**config.mk**
```make
export PLATFORM = sky130hd
export DESIGN_NAME = gauss_share_arbiter
export DESIGN_NICKNAME = d
export VERILOG_FILES = /design/src/rtl/gauss_share_arbiter.sv
export SDC_FILE = /design/constraint.sdc
export NUM_CORES = 1
export LEC_CHECK = 0
export CORE_AREA = 2 2 279 281
export DETAILED_ROUTE_END_ITERATION = 10
export DIE_AREA = 0 0 281 283
export SETUP_SLACK_MARGIN = 0.3
export SYNTH_ARGS = -nofsm -noshare
export SYNTH_HDL_FRONTEND = slang
export SYNTH_SLANG_ARGS = --single-unit
```
**constraint.sdc**
```tcl
create_clock -name clk -period 3.1 [get_ports clk]
set_input_delay 0.465 -clock clk [delete_from_list [all_inputs] [get_ports clk]]
set_output_delay 0.465 -clock clk [all_outputs]
set_load 0.01 [all_outputs]
```
**src/rtl/gauss_share_arbiter.sv**
```systemverilog
// Shares one gauss7 filter between two window producers; a source-tag FIFO routes filtered events back in order.
// Optional: define GSA_FIXED_PRIORITY_EN to make source 0 win ties instead of round-robin.
module gauss_share_arbiter #(
    parameter int DATA_WIDTH     = 4,
    parameter int DATA_WIDTH_2   = DATA_WIDTH + 12,
    parameter int TAG_FIFO_DEPTH = 8
) (
    input  logic                     clk,
    input  logic                     rst_n,
    input  logic [49*DATA_WIDTH-1:0] src_window_value_0,
    input  logic [49*DATA_WIDTH-1:0] src_window_value_1,
    input  logic [15:0]              src_window_addr_0,
    input  logic [15:0]              src_window_addr_1,
    input  logic                     src_window_valid_0,
    input  logic                     src_window_valid_1,
    output logic                     src_window_req_0,
    output logic                     src_window_req_1,
    output logic [49*DATA_WIDTH-1:0] flt_window_value,
    output logic [15:0]              flt_window_addr,
    output logic                     flt_window_valid,
    input  logic                     flt_window_req,
    input  logic [DATA_WIDTH_2-1:0]  flt_event_value,
    input  logic [15:0]              flt_event_addr,
    input  logic                     flt_event_valid,
    output logic                     flt_ready_for_new_event,
    output logic [DATA_WIDTH_2-1:0]  out_event_value,
    output logic [15:0]              out_event_addr,
    output logic                     out_event_valid_0,
    output logic                     out_event_valid_1,
    input  logic                     sink_ready_0,
    input  logic                     sink_ready_1
);
    localparam int WIN_W = 49 * DATA_WIDTH;
    localparam int PTR_W = $clog2(TAG_FIFO_DEPTH);
    localparam int CNT_W = PTR_W + 1;
    localparam logic [CNT_W-1:0] DEPTH_C = CNT_W'(TAG_FIFO_DEPTH);
    localparam logic [CNT_W-1:0] CNT_ONE = CNT_W'(1);
    localparam logic [PTR_W-1:0] PTR_ONE = PTR_W'(1);

    logic [WIN_W-1:0]          win_in_s [2];
    logic [15:0]               addr_in_s [2];
    logic [1:0]                valid_in_s;
    logic [WIN_W-1:0]          buf_value_q [2];
    logic [WIN_W-1:0]          buf_value_d [2];
    logic [15:0]               buf_addr_q [2];
    logic [15:0]               buf_addr_d [2];
    logic [1:0]                buf_full_q, buf_full_d;
    logic [1:0]                outstanding_q, outstanding_d;
    logic [1:0]                src_req_q, src_req_d;
    logic                      pending_q, pending_d;
    logic [TAG_FIFO_DEPTH-1:0] tag_mem_q, tag_mem_d;
    logic [PTR_W-1:0]          wr_ptr_q, wr_ptr_d, rd_ptr_q, rd_ptr_d;
    logic [CNT_W-1:0]          tag_cnt_q, tag_cnt_d;
    logic                      flt_valid_q, flt_valid_d;
    logic [WIN_W-1:0]          flt_value_q, flt_value_d;
    logic [15:0]               flt_addr_q, flt_addr_d;
    logic                      pending_eff_s, grant_s, grant_src_s;
    logic                      tag_empty_s, head_s, pop_s;
    logic [1:0]                grant_hit_s;

    assign win_in_s[0]  = src_window_value_0;
    assign win_in_s[1]  = src_window_value_1;
    assign addr_in_s[0] = src_window_addr_0;
    assign addr_in_s[1] = src_window_addr_1;
    assign valid_in_s   = {src_window_valid_1, src_window_valid_0};

    // A request arriving this cycle can be served immediately, hence the OR with the held flag.
    assign pending_eff_s = pending_q | flt_window_req;
    assign grant_s       = pending_eff_s & (|buf_full_q) & (tag_cnt_q < DEPTH_C);
    assign grant_hit_s   = grant_s ? (grant_src_s ? 2'b10 : 2'b01) : 2'b00;

`ifdef GSA_FIXED_PRIORITY_EN
    assign grant_src_s = ~buf_full_q[0];
`else
    logic rr_ptr_q;
    assign grant_src_s = (&buf_full_q) ? rr_ptr_q : ~buf_full_q[0];

    // Round-robin pointer: the next tie goes to the source not just served.
    always_ff @(posedge clk) begin
        if (!rst_n) begin
            rr_ptr_q <= 1'b0;
        end else if (grant_s) begin
            rr_ptr_q <= ~grant_src_s;
        end else begin
            rr_ptr_q <= rr_ptr_q;
        end
    end
`endif

    assign tag_empty_s             = (tag_cnt_q == {CNT_W{1'b0}});
    assign head_s                  = tag_mem_q[rd_ptr_q];
    assign pop_s                   = flt_event_valid & ~tag_empty_s;
    assign out_event_valid_0       = flt_event_valid & ~tag_empty_s & ~head_s;
    assign out_event_valid_1       = flt_event_valid & ~tag_empty_s & head_s;
    assign out_event_value         = flt_event_value;
    assign out_event_addr          = flt_event_addr;
    assign flt_ready_for_new_event = tag_empty_s ? 1'b1 : (head_s ? sink_ready_1 : sink_ready_0);

    assign src_window_req_0 = src_req_q[0];
    assign src_window_req_1 = src_req_q[1];
    assign flt_window_valid = flt_valid_q;
    assign flt_window_value = flt_value_q;
    assign flt_window_addr  = flt_addr_q;

    // Per-source buffer: capture a requested window, or re-request once empty (including the grant cycle).
    always_comb begin
        buf_full_d    = buf_full_q;
        outstanding_d = outstanding_q;
        src_req_d     = 2'b00;
        buf_value_d   = buf_value_q;
        buf_addr_d    = buf_addr_q;
        for (int s = 0; s < 2; s++) begin
            if (valid_in_s[s] && outstanding_q[s]) begin
                buf_value_d[s]   = win_in_s[s];
                buf_addr_d[s]    = addr_in_s[s];
                buf_full_d[s]    = 1'b1;
                outstanding_d[s] = 1'b0;
            end else if (!outstanding_q[s] && (!buf_full_q[s] || grant_hit_s[s])) begin
                src_req_d[s]     = 1'b1;
                outstanding_d[s] = 1'b1;
                buf_full_d[s]    = 1'b0;
            end else begin
                buf_full_d[s]    = buf_full_q[s];
            end
        end
    end

    // Grant to the filter and tag FIFO bookkeeping.
    always_comb begin
        tag_mem_d   = tag_mem_q;
        wr_ptr_d    = wr_ptr_q;
        rd_ptr_d    = rd_ptr_q;
        flt_valid_d = grant_s;
        flt_value_d = flt_value_q;
        flt_addr_d  = flt_addr_q;
        pending_d   = pending_eff_s & ~grant_s;
        if (grant_s) begin
            flt_value_d          = buf_value_q[grant_src_s];
            flt_addr_d           = buf_addr_q[grant_src_s];
            tag_mem_d[wr_ptr_q]  = grant_src_s;
            wr_ptr_d             = wr_ptr_q + PTR_ONE;
        end else begin
            wr_ptr_d             = wr_ptr_q;
        end
        if (pop_s) begin
            rd_ptr_d = rd_ptr_q + PTR_ONE;
        end else begin
            rd_ptr_d = rd_ptr_q;
        end
        case ({grant_s, pop_s})
            2'b10:   tag_cnt_d = tag_cnt_q + CNT_ONE;
            2'b01:   tag_cnt_d = tag_cnt_q - CNT_ONE;
            default: tag_cnt_d = tag_cnt_q;
        endcase
    end

    // State registers with synchronous reset.
    always_ff @(posedge clk) begin
        if (!rst_n) begin
            buf_value_q[0] <= {WIN_W{1'b0}};
            buf_value_q[1] <= {WIN_W{1'b0}};
            buf_addr_q[0]  <= 16'h0000;
            buf_addr_q[1]  <= 16'h0000;
            buf_full_q     <= 2'b00;
            outstanding_q  <= 2'b00;
            src_req_q      <= 2'b00;
            pending_q      <= 1'b0;
            tag_mem_q      <= {TAG_FIFO_DEPTH{1'b0}};
            wr_ptr_q       <= {PTR_W{1'b0}};
            rd_ptr_q       <= {PTR_W{1'b0}};
            tag_cnt_q      <= {CNT_W{1'b0}};
            flt_valid_q    <= 1'b0;
            flt_value_q    <= {WIN_W{1'b0}};
            flt_addr_q     <= 16'h0000;
        end else begin
            buf_value_q    <= buf_value_d;
            buf_addr_q     <= buf_addr_d;
            buf_full_q     <= buf_full_d;
            outstanding_q  <= outstanding_d;
            src_req_q      <= src_req_d;
            pending_q      <= pending_d;
            tag_mem_q      <= tag_mem_d;
            wr_ptr_q       <= wr_ptr_d;
            rd_ptr_q       <= rd_ptr_d;
            tag_cnt_q      <= tag_cnt_d;
            flt_valid_q    <= flt_valid_d;
            flt_value_q    <= flt_value_d;
            flt_addr_q     <= flt_addr_d;
        end
    end
endmodule

```
==> reports/metrics.yaml, run 1 <==
clocking:
  cts_tree: "done"
  numCtsBuffers: 73
  cts.sinks: 663
  root_buffer: "clkbuf_16"
  htreeDepth: 3
  clock_latency_ns: 0.62
  clock_path_buffers: 3
  clkSlewWorstSetupHoldPaths_ns: 0.06
setup_path:
  cp-end-kind: "primary output"
  cp.required_ns: 2.63
  start_kind: "flip-flop"
  criticalPathCategory: "reg -> out"
  path_max_fanout: 4
  cp.arrival_ns: 2.25
sta:
  fmax_mhz: 368
  slew_headroom: 0.492
  fin_skew_ns: 0.0263
  rsz0062_at_grt: "no"
  worst_pin_slew_ns: 0.763
  finalSetupTns_ns: 0
  post-route-min-period_ns: 2.72
  setup_viol: 0
  slew_violations: 0
  fin_crit_sh: 0.876
  finalHoldViolations: 0
die:
  rows: 102
  start_util: 0.308
  die_y_um: 283
  die_x_um: 281
  dieArea_sq_mm: 0.0795
  ios: 714
  core-area_sq_mm: 0.0767
synthesis:
  postSynthAreaPerCell_sq_um: 8.58
  synth_top_area_share: 0.562
  netlist_top_cells_area: "dfxtp_1 (56%), nand2_1 (14%), a21oi_1 (9.1%)"
  seq_area_frac_synth: 0.562
  syn_area_sq_mm: 0.0236
  synth_nets: 3221
  synthCells: 2753
  yosysWarnings: 0
  ys.flop_type: "dfxtp_1"
  yosysTopAreaCell: "dfxtp_1"
  ys_ff_latch: 663
  async_flop_share: 0
  yosys.cell_types.count: 41
  synth-edff-count: 0
global_route:
  antenna_found_initial: 26
  grt_pass1_wl_mm: 126
  groute.usage.overall: 0.202
  grt_pass1_vias: 21000
  grt_start_max_net_pins: 116
  overflow: 0
power_and_ir_drop:
  ir_worst_vdd_uv: 374
  p_leak_nw: 11.8
  power.density_mw_per_mm2: 616
  power_mw: 20.5
routing:
  drt_iter0_markers: 2021
  totalWireLength_mm: 83.9
  drt-wirelength-per-cell_um: 19.2
  first_pass_iters: 9
  drc: 0
  vias: 21900
  viasPerCell: 5.02
  ant_nets: 0
layout:
  final_layout_size_suffix_gt1_frac: 0.0544
  num-fill-cells: 7666
  fin_util: 0.435
  nets: 3724
  area_delta_synth_final_pct: 41.2
  instances_no_fill: 4369
run_status:
  status: "completed"
placement:
  dpl.cell_count: 4220
  dp_hpwl_mm: 54.4
  numPortBuffers: 649
  gp_congestion: 0.826
hold_path:
  min_path_type: "in -> reg"
flow_run:
  max-cap-violations: 0
[report_power, final]
part	leakage [nW]	total, mW	internal, mW	switching [mW]
registers	5.39	9.17	8.92	0.253
clock network	1.19	8.82	5.23	3.59
logic	5.20	2.56	1.16	1.40
[state kept, by name (all words and copies together) (netlist names)]
| register | flops |
|---|---|
| outstanding_q | 2 |
| buf_addr_q | 32 |
| tag_mem_q | 8 |
| pending_q | 1 |
| flt_window_value | 196 |
| flt_window_valid | 1 |
| flt_window_addr | 16 |
| tag_cnt_q | 4 |
| wr_ptr_q | 3 |
| buf_full_q | 2 |
| buf_value_q | 392 |
| rr_ptr_q | 1 |
| src_req_q | 2 |
| rd_ptr_q | 3 |
[cell usage in the layout, fill, tap and decap left out, types with 3 or more instances in the layout]
cell type	netlist	layout
xor2_1	5	5
clkdlybuf4s50_1	0	646
nor3_1	3	3
ha_1	4	4
mux2i_1	10	9
diode_2	0	20
clkbuf_1	161	18
a21oi_1	429	429
nor2b_1	5	5
nand3_1	4	4
buf_4	32	22
nand4_1	6	6
bufinv_16	0	6
inv_1	6	5
nor2_1	235	235
nand2_1	860	857
inv_6	0	3
o21ai_0	8	8
clkinv_2	0	10
a211oi_1	4	4
buf_12	0	29
dfxtp_1	663	662
clkbuf_8	0	13
clkbuf_16	0	74
a222oi_1	212	212
[repair_timing]
action | CTS | global route
pin swaps | 0 | 0
setup buffers | 0 | 1
hold buffers | 0 | 0
gates resized for setup | 8 | 2
endpoints found under the setup margin | 3 | 1
[layer usage]
metal  vias to the layer above  wire length, um  track usage
met1                     10500            34500        0.250
met3                       174             6920       0.0548
met4                        10             3200       0.0939
li1                      10500                -            -
met2                       779            39200        0.325
met5                         -               69            0
[final timing paths]
| check | end | slack, ns | depth (start not counted) | startpoint |
|---|---|---|---|---|
| max | flt_ready_for_new_event | 0.38 | 5 | rd_ptr_q[0] |
| max reg2reg | tag_cnt_q[2] | 0.57 | 9 | tag_cnt_q[3] |
| min reg2reg | buf_value_q[265] | 0.45 | 2 | buf_value_q[265] |
| min | buf_value_q[382] | 0.39 | 3 | src_window_value_0[186] |
[critical path, stage by stage, from the launching register on]
cell and delay [ns]:
dfxtp_4 0.37, mux4_2 0.53, mux2i_4 0.20, mux2i_1 0.20
nand2_1 0.07, clkdlybuf4s15_1 0.27
[synth_stat cells (3+ instances only)]
cell	instances
a211oi_1	4
a21oi_1	429
a222oi_1	212
buf_1	5
buf_2	58
buf_4	32
buf_6	16
clkbuf_1	161
dfxtp_1	663
ha_1	4
inv_1	6
mux2i_1	10
nand2_1	860
nand3_1	4
nand4_1	6
nor2_1	235
nor2b_1	5
nor3_1	3
o21ai_0	8
xor2_1	5
[cell type report]
class                   count  area, sq um  share of cell area
flip-flops and latches    663        13300               0.398
multi-input cells        1811         9040               0.271
clock inverters            23          322             0.00964
repair buffers            700         7240               0.217
well taps                1040         1300              0.0390
diodes                     20         50.0             0.00150
inverters                   7         38.8             0.00116
clock buffers             105         2100              0.0629
[through the flow]
stage | hold WS (ns) | cell area (sq um) | setup slack (ns)
6_report | 0.389 | 33400 | 0.385
3_5_place_dp | 0.446 | 30900 | 0.275
3_3_place_gp | 0.441 | 30900 | 0.288
2_1_floorplan | 0.427 | 23600 | 0.637
5_1_grt | 0.378 | 33400 | 0.285
4_1_cts | 0.338 | 33300 | 0.293
[logic make-up after synthesis]
| group | Yosys count | share of synthesized area |
|---|---|---|
| AO/OA/AOI/OAI | 660 | 0.187 |
| XOR/XNOR | 6 | 0.00222 |
| adder cells (fa/ha/maj) | 4 | 0.00212 |
| buffers and inverters | 279 | 0.0576 |
| flip-flops | 663 | 0.562 |
| multiplexers | 12 | 0.00614 |
| AND/OR/NAND/NOR | 1129 | 0.184 |
Power figures use the tool's default switching activity.
==> run 2, diff against run 1 <==
--- a/config.mk
+++ b/config.mk
@@ -8,6 +8,7 @@
 export CORE_AREA = 2 2 279 281
 export DETAILED_ROUTE_END_ITERATION = 10
 export DIE_AREA = 0 0 281 283
+export PLACE_DENSITY_LB_ADDON = 0.15
 export SETUP_SLACK_MARGIN = 0.3
 export SYNTH_ARGS = -nofsm -noshare
 export SYNTH_HDL_FRONTEND = slang
==> run 2 against run 1 <==
  * Hold slack worse by 0.0027 ns
  * Sequential cell count stayed put
  * Setup slack better by 0.087 ns
  * Largest power group unchanged
  * Highest routed layer unchanged
  * Design area is 0.89% higher
  * Combinational power is 3% higher
  * Largest cell class unchanged
  * Final cell count is 0.43% higher
  * Register-to-register slack worse by 0.09 ns
  * Die area stayed put
  * Utilization is 0.39 points higher
  * Sequential power hardly changed
==> reports/metrics.yaml, run 2 (same netlist as run 1, synthesis figures left out) <==
run_status:
  status: "completed"
die:
  die_y_um: 283
  core-area_sq_mm: 0.0767
  ios: 714
  start_util: 0.308
  rows: 102
  die_x_um: 281
  dieArea_sq_mm: 0.0795
power_and_ir_drop:
  ir_worst_vdd_uv: 406
  power.density_mw_per_mm2: 618
  p_leak_nw: 11.9
  power_mw: 20.8
clocking:
  root_buffer: "clkbuf_16"
  ctsHoldBuffers: 0
  clock_latency_ns: 0.62
  cts.sinks: 663
  cts_tree: "done"
  clkSlewWorstSetupHoldPaths_ns: 0.06
  htreeDepth: 3
  clock_path_buffers: 3
  numCtsBuffers: 77
layout:
  top_register: "buf_value_q"
  final_common_cell: "nand2_1"
  fin_util: 0.439
  instances_no_fill: 4388
  area_delta_synth_final_pct: 42.5
  final_layout_size_suffix_gt1_frac: 0.0625
  largest_reg_flops: 392
  nets: 3740
  final_cell_mix: "nand2_1 (857), dfxtp_1 (662), clkdlybuf4s50_1 (646), a21oi_1 (429), nor2_1 (235)"
placement:
  dp_hpwl_mm: 56.8
  post-place-ws_ns: 0.218
  dpl.cell_count: 4233
  gp_congestion: 0.814
  numPortBuffers: 649
routing:
  ant_nets: 0
  vias: 22300
  viasPerCell: 5.07
  drc: 0
  totalWireLength_mm: 86.9
  drt_iter0_markers: 1912
  drt-wirelength-per-cell_um: 19.8
  first_pass_iters: 7
sta:
  fin_skew_ns: 0.0248
  fmax_mhz: 381
  fin_crit_sh: 0.848
  worst_pin_slew_ns: 0.979
  post-route-min-period_ns: 2.63
  finalHoldViolations: 0
  worst_slack_ns: 0.472
  finalSetupTns_ns: 0
  rsz0062_at_grt: "no"
  slew_headroom: 0.347
  slew_violations: 0
  setup_viol: 0
setup_path:
  criticalPathCategory: "reg -> out"
  slowest_stage: "mux4_2"
  path_max_fanout: 4
  cp.arrival_ns: 2.16
  start_kind: "flip-flop"
  cp.required_ns: 2.63
  crit_path_max_incr_delay_ns: 0.54
  crit_path_cell_trace: "mux4_2 > mux2i_4 > mux2i_1 > nand2_1 > buf_2"
  cp-end-kind: "primary output"
global_route:
  grt_pass1_vias: 21900
  overflow: 0
  grt_pass1_wl_mm: 130
  groute.usage.overall: 0.208
  antenna_found_initial: 20
  grt_start_max_net_pins: 147
hold_path:
  min_path_type: "in -> reg"
flow_run:
  max-cap-violations: 0
==> run 2: changes by cell type in the layout (fill, tap and decap cells not counted), moves of 2 or more <==
cell / before / now
buf_12: 29 / 36
clkinvlp_4: 0 / 7
buf_4: 22 / 27
clkbuf_1: 18 / 14
bufinv_16: 6 / 3
clkbuf_16: 74 / 77
clkinv_16: 0 / 3
clkinv_2: 10 / 12
diode_2: 20 / 18
==> run 2: layout make-up <==
class / instances / area [sq um]
timing repair buffer: 712 / 7410
clock inverter: 33 / 392
antenna: 18 / 45.0
sequential: 663 / 13300
multi-input combinational: 1811 / 9050
tap: 1040 / 1300
fill: 7428 / 43000
clock buffer: 104 / 2160
inverter: 7 / 38.8
==> run 2: metal layers <==
metal / vias to the layer above / part of all wire / GRT usage
met3: 144 / 0.082 / 0.0621
met4: 6 / 0.034 / 0.0858
met5: - / 0.00040 / 0
li1: 10500 / - / -
met1: 10800 / 0.40 / 0.246
met2: 801 / 0.49 / 0.350
==> run 2: timing repair <==
item                       4_1_cts  5_1_grt
pin swaps                        0        0
gates resized for setup         12        3
setup endpoints to repair        4        3
buffers inserted                 0        0
cloned                           0        0
==> run 2: where the power goes <==
group | switching (mW) | internal [mW]
registers | 0.247 | 8.92
logic | 1.44 | 1.18
clock network | 3.79 | 5.21
total | 5.48 | 15.3
==> run 2: through the flow <==
stage | hold slack (ns) | area (sq um)
2_1_floorplan | 0.427 | 23600
3_3_place_gp | 0.441 | 31100
3_5_place_dp | 0.445 | 31100
4_1_cts | 0.334 | 33600
5_1_grt | 0.361 | 33700
6_report | 0.387 | 33700
==> run 2: critical path, delay by kind of cell (launching register included) <==
| kind | cells | cell delay [ns] |
|---|---|---|
| simple gates | 1 | 0.06 |
| mux | 3 | 0.93 |
| flops | 1 | 0.38 |
| buf+inv | 1 | 0.18 |
==> run 2: path summary, 6_finish.rpt <==
path	endpoint	slack [ns]	from	cells after the start
worst max-delay path	flt_ready_for_new_event	0.47	rd_ptr_q[0]	5
worst min-delay path	buf_value_q[380]	0.39	src_window_value_0[184]	3
worst max register to register	tag_cnt_q[2]	0.48	tag_cnt_q[3]	9
worst min register to register	tag_mem_q[2]	0.45	tag_mem_q[2]	2
